File: src/rtl/corefifo_pkg.sv
// Shared pointer helpers for the async FIFO write and read status blocks.
// Latency: pure functions, no state.
// Backpressure: none; used by blocks that gate their own writes/reads.
package corefifo_pkg;

  // Default address width and the matching FIFO depth.
  localparam int ADDRWIDTH_DFLT = 3;
  localparam int DEPTH          = 2 ** ADDRWIDTH_DFLT;

  // The helpers work on a zero-extended fixed-width vector.
  // This lets any pointer width up to PTR_MAXW share them.
  localparam int PTR_MAXW = 16;

  // Binary to Gray conversion: b ^ (b >> 1).
  function automatic logic [PTR_MAXW-1:0] bin2gray(input logic [PTR_MAXW-1:0] b);
    return b ^ (b >> 1);
  endfunction

  // Gray to binary conversion: copy the MSB, then XOR-cascade downwards.
  // The zero upper bits leave the cascade untouched, so narrower pointers
  // decode correctly.
  function automatic logic [PTR_MAXW-1:0] gray2bin(input logic [PTR_MAXW-1:0] g);
    logic [PTR_MAXW-1:0] b;
    b = '0;
    b[PTR_MAXW-1] = g[PTR_MAXW-1];
    for (int i = PTR_MAXW - 2; i >= 0; i--) begin
      b[i] = g[i] ^ b[i+1];
    end
    return b;
  endfunction

endpackage

File: src/rtl/corefifo_wr_status_if.sv
// Write-side status bus of the async FIFO: request, cross-domain pointers, flags.
// Latency: wires only.
// Backpressure: wen_ram is the accept qualifier; full/afull throttle the writer.
interface corefifo_wr_status_if #(
  parameter int ADDRWIDTH = 3
);
  logic                 we;
  logic [ADDRWIDTH:0]   rptr_gray_i;
  logic                 wen_ram;
  logic [ADDRWIDTH-1:0] waddr;
  logic [ADDRWIDTH:0]   wptr_gray_o;
  logic                 full;
  logic                 afull;
  logic [ADDRWIDTH:0]   wrcnt;
  logic                 overflow;

  // Status block side.
  modport slave (
    input  we, rptr_gray_i,
    output wen_ram, waddr, wptr_gray_o, full, afull, wrcnt, overflow
  );

  // Writer / read-domain side.
  modport master (
    output we, rptr_gray_i,
    input  wen_ram, waddr, wptr_gray_o, full, afull, wrcnt, overflow
  );
endinterface

File: src/rtl/corefifo_ptr_sync.sv
// Multi-flop synchroniser for a Gray-coded pointer crossing clock domains.
// Latency: SYNC_STAGES clock edges from d to q.
// Backpressure: none; it samples every cycle.
module corefifo_ptr_sync #(
  parameter int WIDTH       = 4,
  parameter int SYNC_STAGES = 2
) (
  input  logic             clk,
  input  logic             rst,
  input  logic [WIDTH-1:0] d,
  output logic [WIDTH-1:0] q
);

  logic [WIDTH-1:0] sync_q [SYNC_STAGES];
  logic [WIDTH-1:0] sync_d [SYNC_STAGES];

  // Each stage takes its predecessor; stage 0 takes the raw async input.
  always_comb begin
    sync_d[0] = d;
    for (int i = 1; i < SYNC_STAGES; i++) begin
      sync_d[i] = sync_q[i-1];
    end
  end

  // Synchroniser chain, cleared by the local-domain reset.
  always_ff @(posedge clk) begin
    if (rst) begin
      for (int i = 0; i < SYNC_STAGES; i++) begin
        sync_q[i] <= '0;
      end
    end else begin
      for (int i = 0; i < SYNC_STAGES; i++) begin
        sync_q[i] <= sync_d[i];
      end
    end
  end

  assign q = sync_q[SYNC_STAGES-1];

endmodule

File: src/rtl/corefifo_wr_status.sv
// Write-domain pointer/flag generator of the async FIFO (optional overflow via COREFIFO_WR_OVERFLOW_EN).
// Latency: write reflected in flags next edge; read-pointer moves visible after SYNC_STAGES+1 edges.
// Backpressure: writes are refused (wen_ram=0) while full or in reset; flags are pessimistic.
module corefifo_wr_status
  import corefifo_pkg::*;
#(
  parameter int ADDRWIDTH    = ADDRWIDTH_DFLT,
  parameter int AFULL_THRESH = 6,
  parameter int SYNC_STAGES  = 2
) (
  input  logic                   wclk,
  input  logic                   wrst,
  corefifo_wr_status_if.slave    bus
);

  localparam int PW         = ADDRWIDTH + 1;
  localparam int FIFO_DEPTH = 1 << ADDRWIDTH;

  logic [PW-1:0]       wptr_bin_q,  wptr_bin_d;
  logic [PW-1:0]       wptr_gray_q, wptr_gray_d;
  logic [PW-1:0]       wrcnt_q,     wrcnt_d;
  logic                full_q,      full_d;
  logic                afull_q,     afull_d;
  logic [PW-1:0]       rptr_gray_s;
  logic [PW-1:0]       rptr_bin_s;
  logic [PTR_MAXW-1:0] rptr_bin_w;
  logic [PTR_MAXW-1:0] wgray_w;
  logic                wen;

  // Bring the read-domain Gray pointer into wclk; nothing else touches the raw input.
  corefifo_ptr_sync #(
    .WIDTH       (PW),
    .SYNC_STAGES (SYNC_STAGES)
  ) u_rptr_sync (
    .clk (wclk),
    .rst (wrst),
    .d   (bus.rptr_gray_i),
    .q   (rptr_gray_s)
  );

  // Accept decision, next pointers and next-state flags.
  // The current write and the freshest synchronised read pointer are
  // combined in one calculation.
  always_comb begin
    wen         = bus.we & ~full_q & ~wrst;
    rptr_bin_w  = gray2bin(PTR_MAXW'(rptr_gray_s));
    rptr_bin_s  = rptr_bin_w[PW-1:0];
    wptr_bin_d  = wptr_bin_q + PW'(wen);
    wgray_w     = bin2gray(PTR_MAXW'(wptr_bin_d));
    wptr_gray_d = wgray_w[PW-1:0];
    wrcnt_d     = wptr_bin_d - rptr_bin_s;
    full_d      = (wrcnt_d == PW'(FIFO_DEPTH));
    afull_d     = (wrcnt_d >= PW'(AFULL_THRESH));
  end

  // Pointer and flag registers; reset discards any stored count.
  always_ff @(posedge wclk) begin
    if (wrst) begin
      wptr_bin_q  <= '0;
      wptr_gray_q <= '0;
      wrcnt_q     <= '0;
      full_q      <= 1'b0;
      afull_q     <= 1'b0;
    end else begin
      wptr_bin_q  <= wptr_bin_d;
      wptr_gray_q <= wptr_gray_d;
      wrcnt_q     <= wrcnt_d;
      full_q      <= full_d;
      afull_q     <= afull_d;
    end
  end

`ifdef COREFIFO_WR_OVERFLOW_EN
  logic overflow_q, overflow_d;

  // A write attempted against a full FIFO is flagged for one cycle.
  always_comb begin
    overflow_d = bus.we & full_q;
  end

  // Overflow pulse register.
  always_ff @(posedge wclk) begin
    if (wrst) begin
      overflow_q <= 1'b0;
    end else begin
      overflow_q <= overflow_d;
    end
  end

  assign bus.overflow = overflow_q;
`else
  assign bus.overflow = 1'b0;
`endif

  // The Gray pointer goes out straight from its flop so the read domain
  // never samples a combinational glitch.
  assign bus.wen_ram     = wen;
  assign bus.waddr       = wptr_bin_q[ADDRWIDTH-1:0];
  assign bus.wptr_gray_o = wptr_gray_q;
  assign bus.full        = full_q;
  assign bus.afull       = afull_q;
  assign bus.wrcnt       = wrcnt_q;

endmodule

File: src/flat_wrapper.sv
// flat-port wrapper written by rule: the top's interface ports become plain ports
module corefifo_wr_status_flat import corefifo_pkg::*;
#(
  parameter int ADDRWIDTH    = ADDRWIDTH_DFLT,
  parameter int AFULL_THRESH = 6,
  parameter int SYNC_STAGES  = 2
)
  (wclk, wrst, bus_we, bus_rptr_gray_i, bus_wen_ram, bus_waddr, bus_wptr_gray_o, bus_full, bus_afull, bus_wrcnt, bus_overflow);
  corefifo_wr_status_if #(.ADDRWIDTH(ADDRWIDTH)) bus_i ();
  input  logic wclk;
  input  logic wrst;
  input wire logic [$bits(bus_i.we)-1:0] bus_we;
  input wire logic [$bits(bus_i.rptr_gray_i)-1:0] bus_rptr_gray_i;
  output wire logic [$bits(bus_i.wen_ram)-1:0] bus_wen_ram;
  output wire logic [$bits(bus_i.waddr)-1:0] bus_waddr;
  output wire logic [$bits(bus_i.wptr_gray_o)-1:0] bus_wptr_gray_o;
  output wire logic [$bits(bus_i.full)-1:0] bus_full;
  output wire logic [$bits(bus_i.afull)-1:0] bus_afull;
  output wire logic [$bits(bus_i.wrcnt)-1:0] bus_wrcnt;
  output wire logic [$bits(bus_i.overflow)-1:0] bus_overflow;
  assign bus_i.we = bus_we;
  assign bus_i.rptr_gray_i = bus_rptr_gray_i;
  assign bus_wen_ram = bus_i.wen_ram;
  assign bus_waddr = bus_i.waddr;
  assign bus_wptr_gray_o = bus_i.wptr_gray_o;
  assign bus_full = bus_i.full;
  assign bus_afull = bus_i.afull;
  assign bus_wrcnt = bus_i.wrcnt;
  assign bus_overflow = bus_i.overflow;
  corefifo_wr_status #(.ADDRWIDTH(ADDRWIDTH), .AFULL_THRESH(AFULL_THRESH), .SYNC_STAGES(SYNC_STAGES)) u_core (.wclk(wclk), .wrst(wrst), .bus(bus_i));
endmodule
File: config.mk
export PLATFORM = sky130hd
export DESIGN_NAME = corefifo_wr_status_flat
export DESIGN_NICKNAME = d
export VERILOG_FILES = /design/src/rtl/corefifo_pkg.sv /design/src/rtl/corefifo_wr_status_if.sv /design/src/rtl/corefifo_ptr_sync.sv /design/src/rtl/corefifo_wr_status.sv /design/src/flat_wrapper.sv
export SDC_FILE = /design/constraint.sdc
export NUM_CORES = 1
export LEC_CHECK = 0
export BUFFER_PORTS_ARGS = -buffer_cell sky130_fd_sc_hd__buf_2
export CAP_MARGIN = 0
export CORE_AREA = 5 5 53 55
export CTS_CLUSTER_DIAMETER = 150
export DETAILED_ROUTE_END_ITERATION = 8
export DIE_AREA = 0 0 58 60
export SKIP_LAST_GASP = 1
export SLEW_MARGIN = 20
export SYNTH_ARGS = -nofsm -noshare
export SYNTH_HDL_FRONTEND = slang
export SYNTH_SLANG_ARGS = --single-unit
File: constraint.sdc
create_clock -name wclk -period 3.2 [get_ports wclk]
set_input_delay 0.16 -clock wclk [delete_from_list [all_inputs] [get_ports wclk]]
set_output_delay 0.16 -clock wclk [all_outputs]
set_load 0.02 [all_outputs]
==> impl_summary.log <==
[metrics] hold crit path type: in -> reg
[metrics] clock tree from TritonCTS: yes
[metrics] main flop type after synthesis: sky130_fd_sc_hd__dfxtp_1
[metrics] classification of the worst setup path: reg -> reg
[metrics] setup total negative slack: 0 ps
[metrics] I/O pins: 22
[metrics] clock group share of total power: 22.3%
[metrics] maximum buffer depth of the clock tree: 2
[metrics] CTS resizes: 0
[metrics] cell area after technology mapping: 856 sq um
[metrics] Worst R2R Path Depth: 8
[metrics] leading cell type in the layout, fill and taps excluded: sky130_fd_sc_hd__dfxtp_1
[metrics] design internal power: 389 uW
[metrics] setup repair after global routing missed its margin: no
[metrics] combinational share of power: 24.3%
[metrics] beginning of the worst register-to-register path: u_core.u_rptr_sync.sync_q[0][7]
[metrics] Hold Violations, Final: 0
[metrics] top cell type by total area after synthesis: sky130_fd_sc_hd__dfxtp_1
[metrics] Diodes inserted: 0
[metrics] worst setup slack after layout: 691 ps
[metrics] setup clock skew after layout: 6.87 ps
[metrics] DPL Wire Length: 1080 um
[metrics] final core utilization: 42.9%
[metrics] result of the run: finished clean
[metrics] fraction of registers with async set or reset after synthesis: 0%
[metrics] ANT nets after route: 0
[metrics] total power per unit cell area: 544 mW/mm^2
[metrics] Post-CTS Setup Repair Bufs: 0
[metrics] worst reg2reg path endpoint: u_core.bus.full
[metrics] Rows: 18
[metrics] first-pass iteration count of the detailed router: 4
[metrics] type of destination of the critical path: register
[metrics] max_slew headroom: 64.9%
[metrics] Starting DRT DRC Count: 4
[metrics] post-route non-filler standard cell count: 134
[metrics] P_leak: 0.467 nW
[metrics] most used cell along the critical path: sky130_fd_sc_hd__xnor2_1
[metrics] Max H-tree Level: 1
[metrics] Critical Path End: u_core.bus.full
[metrics] total global routing overflow: 0
[metrics] Cells after DPL: 130
[metrics] largest net degree at the start of global routing: 24
[metrics] post-synthesis instance total: 83
[metrics] fraction of power consumed by sequential logic: 53.4%
[metrics] worst-path maximum fanout: 3
[metrics] vertical extent of the die: 60 um
[metrics] cells taking the most area after synthesis: sky130_fd_sc_hd__dfxtp_1, sky130_fd_sc_hd__nor2b_1, sky130_fd_sc_hd__xnor2_1
[metrics] clock latency reported for the late side of the worst-skew pair: 300 ps
[metrics] arrival time of data at the critical path endpoint: 2750 ps
[metrics] launching element type of the critical path: register
[metrics] list of cells traversed by the critical path: xor2_2 > xnor2_1 > xnor2_1 > ha_1 > fa_1 > xnor3_1 > or3_1 > a21oi_2
[metrics] register-to-register setup slack: 690 ps
[metrics] YS warnings: 0
[metrics] fraction of final layout cells sized beyond drive strength 1: 24.0%
[metrics] Avg Inst Size Synth: 10.3 sq um
[metrics] post-synthesis cell type count: 26
[metrics] Synth Register Bits: 21
[metrics] area share of the largest cell type after synthesis: 49.1%
[metrics] number of enable flip-flop cells after synthesis: 0
[metrics] clock sink total: 21
[metrics] final worst path period need: 2510 ps
[metrics] first-pass GRT wire length: 2330 um
[metrics] launch point of the critical path: u_core.u_rptr_sync.sync_q[0][7]
[metrics] effective utilization at floorplan: 36.5%
[metrics] detailed-route wire length: 1400 um
[metrics] Die Span X: 58 um
[metrics] Residual DRC: 0
[metrics] total track usage: 8.82%
[metrics] period utilisation layout: 78.4%
[metrics] clock-pin slew on the worst setup and hold paths: 110 ps
[metrics] final net count: 117
[metrics] cell with the largest stage delay on the worst path: sky130_fd_sc_hd__xnor3_1
[metrics] number of hold buffers added after CTS: 0
[metrics] final number of setup-violating endpoints: 0
[metrics] most used cells in the layout excluding fill and tap cells: sky130_fd_sc_hd__dfxtp_1, sky130_fd_sc_hd__buf_2, sky130_fd_sc_hd__nor2b_1, sky130_fd_sc_hd__nor2_1, sky130_fd_sc_hd__xnor2_1
[metrics] vias: 586
[metrics] Max Transition Viols Final: 0
[metrics] DR WL/cell: 10.4 um
[metrics] measured slew at the worst slew-check pin: 522 ps
[metrics] net switching power of the design: 157 uW
[metrics] number of input and output port buffers inserted: 20
[metrics] pre-CTS setup slack: 501 ps
[metrics] vias in the first global route: 534
[metrics] initial antenna violation count: 0
[metrics] switching portion of total power: 28.8%
[metrics] global placement routability congestion: 0.762
[metrics] core footprint: 0.00234 sq mm
[metrics] root cell of the clock tree: sky130_fd_sc_hd__clkbuf_4
[metrics] delay of the slowest critical-path stage: 400 ps
[metrics] highest achievable clock rate: 398 MHz
[metrics] endpoint required time on the critical path: 3440 ps
[metrics] overall die area: 0.00348 sq mm
[metrics] Area Growth Syn to Fin: 17.4%
[metrics] post-synth net total: 95
[metrics] number of fill cells in the layout: 255
[metrics] via density per instance: 4.37
[metrics] clock buffers created by TritonCTS: 3
[metrics] sequential-to-total area share from yosys stat: 49.1%
[metrics] reported max-cap violation count: 0
[metrics] worst voltage drop across the vdd grid: 0.275 mV
==> registers in the layout (all words and copies together) (netlist names) <==
signal	flops
u_core.bus.wptr_gray_o	4
u_core.wptr_bin_q	3
u_core.bus.wrcnt	4
u_core.bus.afull	1
u_core.bus.full	1
u_core.u_rptr_sync.sync_q	8
==> logic make-up (layout without fill, tap and decap cells) <==
logic type                 Yosys count  count (layout)  synth area share [%]
DFF                                 21              21                  49.1
buffers and inverters                6              27                  3.07
adders and majority gates            5               5                  8.19
and+or+nand+nor                     31              31                  18.9
AOI/OAI and AO/OA                    7               7                  5.56
other                                1               1                 0.438
xor gates and xnor gates            12              12                  14.8
==> power by group through the flow <==
stage                     registers [mW]  logic (mW)  clock network (mW)
final                              0.292       0.133               0.122
after global routing               0.295       0.150               0.142
after CTS                          0.292       0.135               0.129
after detailed placement           0.298       0.134                   0
after global placement             0.298       0.132                   0
after floorplan                    0.323      0.0739                   0
==> metal layers <==
layer  vias to the layer above  wire [um]  global-route usage [%]
li1                        306          -                       -
met1                       262        608                    10.1
met2                        16        656                    14.8
met3                         2        120                    4.32
met4                         0         15                    1.99
met5                         -          0                       0
==> synth_stat cells (2+ instances only) <==
cell type,instances
sky130_fd_sc_hd__nand2_1,3
sky130_fd_sc_hd__clkbuf_1,2
sky130_fd_sc_hd__nand3_1,3
sky130_fd_sc_hd__nor2b_1,10
sky130_fd_sc_hd__a21oi_1,2
sky130_fd_sc_hd__xor2_1,3
sky130_fd_sc_hd__xnor2_1,7
sky130_fd_sc_hd__nor3_1,2
sky130_fd_sc_hd__dfxtp_1,21
sky130_fd_sc_hd__nor2_1,9
sky130_fd_sc_hd__inv_1,3
sky130_fd_sc_hd__ha_1,4
==> worst max-delay path, delay by kind of cell (launching register included) <==
kind	cells	cell delay, ps
simple gates	1	370
xor+xnor	4	1020
compound gates	1	100
fa+ha+maj	2	590
flops	1	380
==> per-stage QoR <==
step                      cell area [sq um]  hold WS (ps)  total power, mW
after global routing                   1000          59.0            0.587
after CTS                              1000          59.8            0.556
after detailed placement                978           375            0.432
final                                  1000          68.5            0.546
after global placement                  978           372            0.430
after floorplan                         856           238            0.397
==> final cells by class <==
cell class	instances	area, sq um	area share, %
multi-input combinational	56	409	40.7
tap	30	37.5	3.74
timing repair buffer	20	100	9.96
sequential	21	420	41.8
inverter	3	11.3	1.12
clock buffer	4	26.3	2.62
==> worst min-delay path by stage <==
stage / from / end / cells after the start
global route: bus_rptr_gray_i[2] / u_core.u_rptr_sync.sync_q[0][2] / 2
floorplan: wrst / u_core.bus.wrcnt[1] / 1
finish: bus_rptr_gray_i[0] / u_core.u_rptr_sync.sync_q[0][0] / 2
detailed placement: bus_rptr_gray_i[0] / u_core.u_rptr_sync.sync_q[0][0] / 2
global placement: bus_rptr_gray_i[3] / u_core.u_rptr_sync.sync_q[0][3] / 2
CTS: bus_rptr_gray_i[0] / u_core.u_rptr_sync.sync_q[0][0] / 2
No activity file was read; power rests on OpenSTA's default activity.
